===== src/rtl/id_ex_pkg.sv =====
// Shared definitions for the ID/EX pipeline register: control bundle layout,
// register-address width and the per-edge update selection.
package id_ex_pkg;

    localparam int CTRL_W     = 8;
    localparam int REG_ADDR_W = 5;

    // Control bundle bit positions, shared with ID decode and EX.
    localparam int CTRL_REGWRITE  = 0;
    localparam int CTRL_MEMTOREG  = 1;
    localparam int CTRL_MEMREAD   = 2;
    localparam int CTRL_MEMWRITE  = 3;
    localparam int CTRL_ALUSRC    = 4;
    localparam int CTRL_REGDST    = 5;
    localparam int CTRL_ALUOP_LSB = 6;
    localparam int CTRL_ALUOP_MSB = 7;

    typedef logic [CTRL_W-1:0]     ctrl_t;
    typedef logic [REG_ADDR_W-1:0] reg_addr_t;

    // An all-zero bundle is a no-op: no writes, no memory access.
    localparam ctrl_t CTRL_BUBBLE = '0;

    // What the pipeline register does on the next (non-reset) edge.
    typedef enum logic [1:0] {
        UPD_HOLD   = 2'd0,
        UPD_FLUSH  = 2'd1,
        UPD_BUBBLE = 2'd2,
        UPD_LOAD   = 2'd3
    } upd_sel_e;

    function automatic logic ctrl_memread(input ctrl_t c);
        return c[CTRL_MEMREAD];
    endfunction

endpackage


===== src/rtl/id_ex_stage_hazard_detect.sv =====
// Load-use hazard compare: the instruction in EX is a load whose destination
// (RT, non-zero) is a source of the instruction currently in ID.
module hazard_detect
    import id_ex_pkg::*;
(
    input  logic      ex_memread,
    input  reg_addr_t ex_rt,
    input  reg_addr_t id_rs,
    input  reg_addr_t id_rt,
    output logic      hazard
);

    logic [REG_ADDR_W-1:0] rs_bit_eq;
    logic [REG_ADDR_W-1:0] rt_bit_eq;

    // Bitwise equality so the compare maps to one LUT level per bit.
    for (genvar gi = 0; gi < REG_ADDR_W; gi++) begin : g_cmp
        assign rs_bit_eq[gi] = ~(ex_rt[gi] ^ id_rs[gi]);
        assign rt_bit_eq[gi] = ~(ex_rt[gi] ^ id_rt[gi]);
    end

    logic rs_match;
    logic rt_match;
    logic rt_nonzero;

    assign rs_match   = &rs_bit_eq;
    assign rt_match   = &rt_bit_eq;
    // Loads into $0 are discarded, so they can never cause a dependency.
    assign rt_nonzero = |ex_rt;

    assign hazard = ex_memread & rt_nonzero & (rs_match | rt_match);

endmodule


===== src/rtl/id_ex_stage.sv =====
// ID/EX pipeline register with load-use bubble insertion, flush handling
// that survives a downstream hold, and a saturating bubble counter.
module id_ex_stage
    import id_ex_pkg::*;
#(
    parameter int DATA_W = 32,
    parameter int CNT_W  = 16
) (
    input  logic              clk_i,
    input  logic              rst_i,
    input  logic [7:0]        ctrl_i,
    input  logic [DATA_W-1:0] RSdata_i,
    input  logic [DATA_W-1:0] RTdata_i,
    input  logic [DATA_W-1:0] imm_i,
    input  logic [4:0]        IF_ID_RS_i,
    input  logic [4:0]        IF_ID_RT_i,
    input  logic [4:0]        IF_ID_RD_i,
    input  logic              flush_i,
    input  logic              hold_i,
    output logic [7:0]        ID_EX_ctrl_o,
    output logic [DATA_W-1:0] ID_EX_RSdata_o,
    output logic [DATA_W-1:0] ID_EX_RTdata_o,
    output logic [DATA_W-1:0] ID_EX_imm_o,
    output logic [4:0]        ID_EX_RS_o,
    output logic [4:0]        ID_EX_RT_o,
    output logic [4:0]        ID_EX_RD_o,
    output logic              stall_o,
    output logic [CNT_W-1:0]  stall_cnt_o
);

    localparam int NUM_OPND = 3;

    ctrl_t             ctrl_reg,       ctrl_next;
    reg_addr_t         rs_reg,         rs_next;
    reg_addr_t         rt_reg,         rt_next;
    reg_addr_t         rd_reg,         rd_next;
    logic              flush_pend_reg, flush_pend_next;
    logic [CNT_W-1:0]  stall_cnt_reg,  stall_cnt_next;

    // Operand data (RS, RT, immediate) handled uniformly as a small array.
    logic [DATA_W-1:0] opnd_in   [NUM_OPND];
    logic [DATA_W-1:0] opnd_reg  [NUM_OPND];
    logic [DATA_W-1:0] opnd_next [NUM_OPND];

    logic     hazard;
    logic     flush_eff;
    logic     cnt_at_max;
    upd_sel_e upd_sel;

    assign opnd_in[0] = RSdata_i;
    assign opnd_in[1] = RTdata_i;
    assign opnd_in[2] = imm_i;

    hazard_detect u_hazard_detect (
        .ex_memread (ctrl_memread(ctrl_reg)),
        .ex_rt      (rt_reg),
        .id_rs      (IF_ID_RS_i),
        .id_rt      (IF_ID_RT_i),
        .hazard     (hazard)
    );

    // A flush seen during a hold is remembered until the pipe can move.
    assign flush_eff  = flush_i | flush_pend_reg;
    assign cnt_at_max = &stall_cnt_reg;

    // Stall the front end on a load-use dependency or any downstream hold.
    assign stall_o = hazard | hold_i;

    // Pick this edge's update: hold beats flush, flush beats hazard.
    always_comb begin
        upd_sel = UPD_LOAD;
        if (hold_i) begin
            upd_sel = UPD_HOLD;
        end else if (flush_eff) begin
            upd_sel = UPD_FLUSH;
        end else if (hazard) begin
            upd_sel = UPD_BUBBLE;
        end
    end

    // Next-state for control, addresses, pending flush and bubble counter.
    always_comb begin
        ctrl_next       = ctrl_reg;
        rs_next         = rs_reg;
        rt_next         = rt_reg;
        rd_next         = rd_reg;
        flush_pend_next = flush_pend_reg;
        stall_cnt_next  = stall_cnt_reg;
        case (upd_sel)
            UPD_HOLD: begin
                flush_pend_next = flush_pend_reg | flush_i;
            end
            UPD_FLUSH: begin
                ctrl_next       = CTRL_BUBBLE;
                rs_next         = IF_ID_RS_i;
                rt_next         = IF_ID_RT_i;
                rd_next         = IF_ID_RD_i;
                flush_pend_next = 1'b0;
            end
            UPD_BUBBLE: begin
                // The bubble clears memread, so the hazard drops next cycle.
                ctrl_next       = CTRL_BUBBLE;
                rs_next         = IF_ID_RS_i;
                rt_next         = IF_ID_RT_i;
                rd_next         = IF_ID_RD_i;
                flush_pend_next = 1'b0;
                stall_cnt_next  = cnt_at_max ? stall_cnt_reg
                                             : stall_cnt_reg + CNT_W'(1);
            end
            default: begin
                ctrl_next       = ctrl_i;
                rs_next         = IF_ID_RS_i;
                rt_next         = IF_ID_RT_i;
                rd_next         = IF_ID_RD_i;
                flush_pend_next = 1'b0;
            end
        endcase
    end

    // Operand data loads on every moving edge; only a hold freezes it.
    for (genvar gi = 0; gi < NUM_OPND; gi++) begin : g_opnd
        always_comb begin
            opnd_next[gi] = (upd_sel == UPD_HOLD) ? opnd_reg[gi] : opnd_in[gi];
        end

        // Operand register with synchronous active-low clear.
        always_ff @(posedge clk_i) begin
            if (!rst_i) begin
                opnd_reg[gi] <= '0;
            end else begin
                opnd_reg[gi] <= opnd_next[gi];
            end
        end
    end

    // Control/address/flush/counter state; reset discards any pending flush.
    always_ff @(posedge clk_i) begin
        if (!rst_i) begin
            ctrl_reg       <= '0;
            rs_reg         <= '0;
            rt_reg         <= '0;
            rd_reg         <= '0;
            flush_pend_reg <= 1'b0;
            stall_cnt_reg  <= '0;
        end else begin
            ctrl_reg       <= ctrl_next;
            rs_reg         <= rs_next;
            rt_reg         <= rt_next;
            rd_reg         <= rd_next;
            flush_pend_reg <= flush_pend_next;
            stall_cnt_reg  <= stall_cnt_next;
        end
    end

    assign ID_EX_ctrl_o   = ctrl_reg;
    assign ID_EX_RS_o     = rs_reg;
    assign ID_EX_RT_o     = rt_reg;
    assign ID_EX_RD_o     = rd_reg;
    assign ID_EX_RSdata_o = opnd_reg[0];
    assign ID_EX_RTdata_o = opnd_reg[1];
    assign ID_EX_imm_o    = opnd_reg[2];
    assign stall_cnt_o    = stall_cnt_reg;

endmodule

===== config.mk =====
export PLATFORM = sky130hd
export DESIGN_NAME = id_ex_stage
export DESIGN_NICKNAME = d
export VERILOG_FILES = /design/src/rtl/id_ex_pkg.sv /design/src/rtl/id_ex_stage_hazard_detect.sv /design/src/rtl/id_ex_stage.sv
export SDC_FILE = /design/constraint.sdc
export NUM_CORES = 1
export LEC_CHECK = 0
export ABC_AREA = 1
export CAP_MARGIN = 40
export CORE_ASPECT_RATIO = 0.75
export CORE_MARGIN = 2
export CORE_UTILIZATION = 34
export CTS_BUF_LIST = sky130_fd_sc_hd__clkbuf_16
export DETAILED_ROUTE_END_ITERATION = 8
export PLACE_DENSITY = 0.72
export SLEW_MARGIN = 10
export SYNTH_ARGS = -nofsm -noshare
export SYNTH_HDL_FRONTEND = slang
export SYNTH_SLANG_ARGS = --single-unit
export TNS_END_PERCENT = 10

===== constraint.sdc =====
create_clock -name clk_i -period 1.9 [get_ports clk_i]
set_input_delay 0.38 -clock clk_i [delete_from_list [all_inputs] [get_ports clk_i]]
set_output_delay 0.38 -clock clk_i [all_outputs]
set_load 0.1 [all_outputs]

Yosys cells after proc, flatten, opt, wreduce, memory -nomap -nowiden
Memories as Yosys holds them, arrays and structs flattened. Cells that the tools add are included.

Bitwise operators: 29. Multiplexer cells: 12. Reduce and logical (&&, ||, !) cells: 8. Add/sub/neg operators: 1. Equality and inequality tests: 2.

Operators with widths (count): 32-bit 2-to-1 mux (6); 16-bit by 1-bit adder with 16-bit output (second input constant) (1); 8-bit case mux with 2 select lines (1); 16-bit AND reduction (1); 1-bit NOT (11); 5-bit AND reduction (2); 1-bit XOR (10); 1-bit bitwise OR (6); 5-bit OR reduction (1); 2-bit 2-to-1 mux (2); 2-bit AND reduction (2); 1-bit 2-to-1 mux (3); 1-bit bitwise AND (2); 2-bit by 1-bit == test with 1-bit output (second input constant) (1); 2-bit == test (second input constant) (1); 2-bit zero test (1); 2-bit OR reduction (1).

Register bits: 40. Memories: 1. Logic and storage cells: 59. Output and inout bits: 136. Bits in writable memories: 96.

Memory list: opnd_reg (depth 3, bits a word 32, rd ports 3, clocked after memory_dff 0, wr ports 3, line id_ex_stage.sv:42) `logic [DATA_W-1:0] opnd_reg [NUM_OPND];`.

Depth between registers and ports, before layout
Depth after elaboration: 11. Gate-level depth with buffers: 17. Mapped depth without buffers: 17.

By module
A second synthesis with hierarchy kept.

Cell total of the unflattened synthesis: 724. Area total of the unflattened synthesis: 5300.1 um^2.

By module, submodules not included: id_ex_stage (times used 1, area each 5104.9 um^2, sequential area each 2722.6 um^2, cells each 679); hazard_detect (times used 1, area each 195.2 um^2, sequential area each 0.0 um^2, cells each 45).

Worst setup path before layout
Ideal clock, no wire load.

Kind: reg2reg. Start: register rt_reg[4], in the netlist ID_EX_RT_o[4]. End: register stall_cnt_reg[13], in the netlist stall_cnt_o[13]. Path slack: -0.787 ns. Buffers on the path: 0. Period minus slack after synthesis: 2.687 ns. Library setup time: 0.119 ns. Data arrival time: 2.568 ns. Cell stages (with the launch flop): 17. Path through: dfxtp_1 -> inv_1 -> nand2_1 -> nand2_1 -> nor2_1 -> nand3_1 -> nand2_1 -> nand3_1 -> nand2_1 -> ha_1 -> nand2_1 -> nor2_2 -> nand2_1 -> nor2_1 -> nand3_1 -> nand2_1 -> nor2_1.

Longest elaborated chain between the ends: 10. Elaborated cells between the ends (all ways): 15. Classes of those cells: 1 x eq/ne; 3 x mux; 7 x bitwise; 4 x reduce/logical.

Ends and longest elaborated chain: from (decl) (line id_ex_stage.sv:35) `reg_addr_t rt_reg, rt_next;`; from (signal assigned) (line id_ex_stage.sv:148) `rt_reg <= rt_next;`; 1-bit XOR (on tied branches) (line id_ex_stage_hazard_detect.sv:18, id_ex_stage_hazard_detect.sv:19); 1-bit NOT (on tied branches) (line id_ex_stage_hazard_detect.sv:18, id_ex_stage_hazard_detect.sv:19); 5-bit AND reduction (on tied branches) (line id_ex_stage_hazard_detect.sv:26, id_ex_stage_hazard_detect.sv:27); 1-bit bitwise OR (line id_ex_stage_hazard_detect.sv:31) `assign hazard = ex_memread & rt_nonzero & (rs_match | rt_match);`; 1-bit bitwise AND * (line id_ex_stage_hazard_detect.sv:31); 1-bit 2-to-1 mux * (line id_ex_stage.sv:76) `end else if (hazard) begin`; 2-bit 2-to-1 mux * (line id_ex_stage.sv:74) `end else if (flush_eff) begin`; 2-bit 2-to-1 mux * (line id_ex_stage.sv:72) `if (hold_i) begin`; 2-bit == test * (line id_ex_stage.sv:89) `case (upd_sel)`; 2-bit AND reduction (no line) *; to (signal assigned) (line id_ex_stage.sv:151) `stall_cnt_reg <= stall_cnt_next;`; to (decl) (line id_ex_stage.sv:38) `logic [CNT_W-1:0] stall_cnt_reg, stall_cnt_next;`.

Mark *: on every way between the ends. The rest lies on a longest branch, timed or not. A chain may end at the register's enable or synchronous reset.

Final worst setup path
Start: register rt_reg[1], in the netlist ID_EX_RT_o[1]. End: register stall_cnt_reg[15], in the netlist stall_cnt_o[15].

The elaborated chain is that of the path after synthesis.

==> flow_summary.yaml <==
status:
  violations: "setup timing"
  status: "finished with violations"
global_route:
  antenna_found_initial: 0
  grt_overflow_total: 0
  first_global_vias: 5264
  grt_usage: 0.199
  grt_pass1_wl_mm: 26.4
  grt_max_degree: 40
timing:
  fin_skew_ns: 0.00967
  final_max_slew_viol_count: 0
  slew_headroom: 0.731
  setup_ws_ns: -0.0387
  hold_viol: 0
  tightest_slew_ns: 0.404
  period_share: 1.02
  fmax_mhz: 516
  finalSetupViolations: 10
  period_needed_ns: 1.94
  setup_tns_ns: -0.172
  rsz0062_at_grt: "yes"
cts:
  htree_num_levels: 4
  cts_max_path_buffers: 2
  root_buffer: "clkbuf_16"
  ctsHoldBuffers: 0
  clk_latency_ns: 0.42
  clock_sinks: 136
  cts_buffers: 17
  clkTransAtPathRegs_ns: 0.06
  cts_tree: "done"
worst_setup_path:
  critPathKind: "flop to flop"
  slowest_delay_ns: 0.38
  worstPathArrival_ns: 2.28
  slowest_stage: "dfxtp_4"
  crit_chain: "inv_4, nand2_2, nand2_1, nor2_1, nand3_1, nand2_2, nand3_2, nand2_4, ha_4, nand2_4, nor2_4, nand2_2, nor2_4, nand2_2, nand2_1, nand2_1, a21oi_1"
  crit_buf_inv: 1
  crit_required_ns: 2.25
  path_max_fanout: 5
  critPathCaptureType: "flop"
  start_kind: "flop"
  path_delay_family: "simple AND/OR/NAND/NOR gates"
  ff2ff_path_depth: 17
  cp.depth: 17
  crit_path_frequent_cell: "nand2_2"
drt:
  wl_mm: 16.4
  firstDrtPassIters: 5
  viasPerCell: 4.58
  vias: 5567
  drc: 0
  first_iter_violations: 227
  antenna_left: 0
  wire_per_inst_um: 13.5
yosys:
  synth_area_um2: 5260
  yosys_warnings: 0
  postSynthCellCount: 715
  synth_nets: 841
  synth_top_family_by_area: "simple AND/OR/NAND/NOR gates"
  avgSynthCellArea_um2: 7.35
  synthMuxAreaShare: 0
  ys_seq_elements: 136
  synth_compound_area_frac: 0.134
  seq_area_frac_synth: 0.518
  yosys.area_share.adder: 0.00714
  yosys.area_share.simple: 0.275
  synthXorXnorAreaFrac: 0.00333
  yosys.cell_types.count: 23
pwr:
  pwr-share-clk: 0.342
  power.leakage_nw: 4.04
  internal_power_mw: 5.47
  p_sw_mw: 3.39
  power_frac_seq: 0.358
  power_frac_comb: 0.300
  powerDensity_nw_per_um2: 994
  ir_worst_vdd_v: 0.000625
  switching_share: 0.383
floorplan:
  start_util: 0.346
  ios: 259
  placementRows: 39
  die-width_um: 148
  coreArea_um2: 15200
  die_height_um: 112
  dieArea_um2: 16500
worst_hold_path:
  whs_path_depth: 3
  hp-class: "input pin to flop"
finish:
  area_delta_synth_final_pct: 69.5
  largest_register_ffs: 96
  nFillCells: 1387
  antenna_cells: 0
  post-route-util: 0.587
  layout-drive-gt1-share: 0.254
  final_nets: 1123
flow_run:
  cap_violations: 0
placed_design:
  dp_hpwl_mm: 12.0
  portBuffers: 258
  gp_congestion: 0.819
  place_ws_ns: -0.601
-- synth_stat cells --
library cell	instances	area share
buf_6	2	0.0043
buf_1	1	0.00071
nand2_2	1	0.0012
o21ai_0	112	0.11
dfxtp_1	136	0.52
buf_4	2	0.0029
nand3_1	20	0.019
nor3_1	3	0.0029
a22oi_1	8	0.011
ha_1	3	0.0071
nand2_1	66	0.047
clkbuf_1	19	0.014
clkinv_1	1	0.00071
nand4_4	1	0.0040
buf_2	18	0.017
inv_1	32	0.023
inv_2	1	0.00071
xnor2_1	2	0.0033
nor2_2	2	0.0024
nor2_1	262	0.19
nor2_4	4	0.0086
nand4_1	2	0.0024
a21oi_1	17	0.016
-- layout by cell type (no fill, tap or decap), types with 2 or more instances in the layout --
cell / netlist / routed
nand3_1: 20 / 19
inv_2: 1 / 4
inv_6: 0 / 4
nand2_1: 66 / 58
dfxtp_4: 0 / 5
o21ai_2: 0 / 2
nand2_2: 1 / 7
clkinv_1: 1 / 2
dfxtp_1: 136 / 129
inv_1: 32 / 27
a22oi_1: 8 / 8
clkinvlp_4: 0 / 3
buf_12: 0 / 27
a21oi_1: 17 / 17
dfxtp_2: 0 / 2
clkinv_4: 0 / 4
dlygate4sd2_1: 0 / 8
buf_4: 2 / 156
nor2_2: 2 / 6
o21ai_0: 112 / 74
clkbuf_16: 0 / 17
nor2_1: 262 / 255
o21ai_1: 0 / 36
inv_4: 0 / 3
xnor2_1: 2 / 2
nor3_1: 3 / 2
nand2_4: 0 / 2
ha_4: 0 / 2
nor2_4: 4 / 7
nand4_1: 2 / 2
clkdlybuf4s50_1: 0 / 113
-- routing by layer --
layer  vias to the layer above  routed length (um)  part of all wire  track usage
met5                         -                   0                 0            0
met4                         0                 266             0.016       0.0686
met3                        23                1620             0.099       0.0725
met2                       226                7210              0.44        0.318
met1                      2468                7320              0.45        0.250
li1                       2850                   -                 -            -
-- layout make-up --
cell class,count,area [um2],share of cell area
timing repair buffer,305,2920,0.328
tap,205,256,0.0288
multi-input combinational,503,2310,0.259
clock inverter,15,119,0.0133
clock buffer,17,425,0.0477
sequential,136,2740,0.308
inverter,34,133,0.0149
-- metrics by stage --
step / instance area [um2] / total power [mW] / hold slack, ns / instances
6_report: 8910 / 8.86 / 0.410 / 1215
5_1_grt: 8910 / 9.23 / 0.434 / 1215
4_1_cts: 8840 / 8.92 / 0.389 / 1213
3_5_place_dp: 8270 / 5.87 / 0.461 / 1179
3_3_place_gp: 8270 / 5.85 / 0.453 / 1179
2_1_floorplan: 5350 / 5.07 / 0.481 / 715
-- kinds of logic (layout without fill, tap and decap cells) --
group / count (synthesis) / after routing
adders and majority gates: 3 / 3
and+or+nand+nor: 361 / 361
AOI/OAI and AO/OA: 137 / 137
buffers and inverters: 76 / 371
DFF: 136 / 136
xor gates and xnor gates: 2 / 2
-- final timing paths --
| check | from | slack (ns) | endpoint |
|---|---|---|---|
| worst max-delay path | ID_EX_RT_o[1] | -0.04 | stall_cnt_o[15] |
| worst min-delay path | rst_i | 0.41 | opnd_reg[1][25] |
| worst max register to register | ID_EX_RT_o[1] | -0.04 | stall_cnt_o[15] |
| worst min register to register | ID_EX_RD_o[4] | 0.47 | ID_EX_RD_o[4] |
-- power groups by stage --
stage / Clock (mW) / Combinational (mW) / Sequential [mW]
after floorplan: 0 / 0.423 / 4.65
after global placement: 0 / 2.63 / 3.22
after detailed placement: 0 / 2.64 / 3.23
after CTS: 3.11 / 2.64 / 3.17
after global routing: 3.26 / 2.78 / 3.20
final: 3.03 / 2.65 / 3.17
-- worst register-to-register path, cell delays in order, from the launching register on --
cell and delay (ns):
dfxtp_4 0.38, inv_4 0.04, nand2_2 0.04, nand2_1 0.05, nor2_1 0.12, nand3_1 0.10, nand2_2 0.09, nand3_2 0.08
nand2_4 0.09, ha_4 0.16, nand2_4 0.06, nor2_4 0.19, nand2_2 0.08, nor2_4 0.10, nand2_2 0.06, nand2_1 0.06
nand2_1 0.05, a21oi_1 0.11
-- timing repair --
action / in CTS / in global routing
endpoints found under the hold margin: 0 / 0
endpoints found under the setup margin: 20 / 130
pin swaps: 13 / 15
gates resized for setup: 14 / 56
setup buffers: 2 / 4
Note: power is estimated with default switching activity, not from simulation.
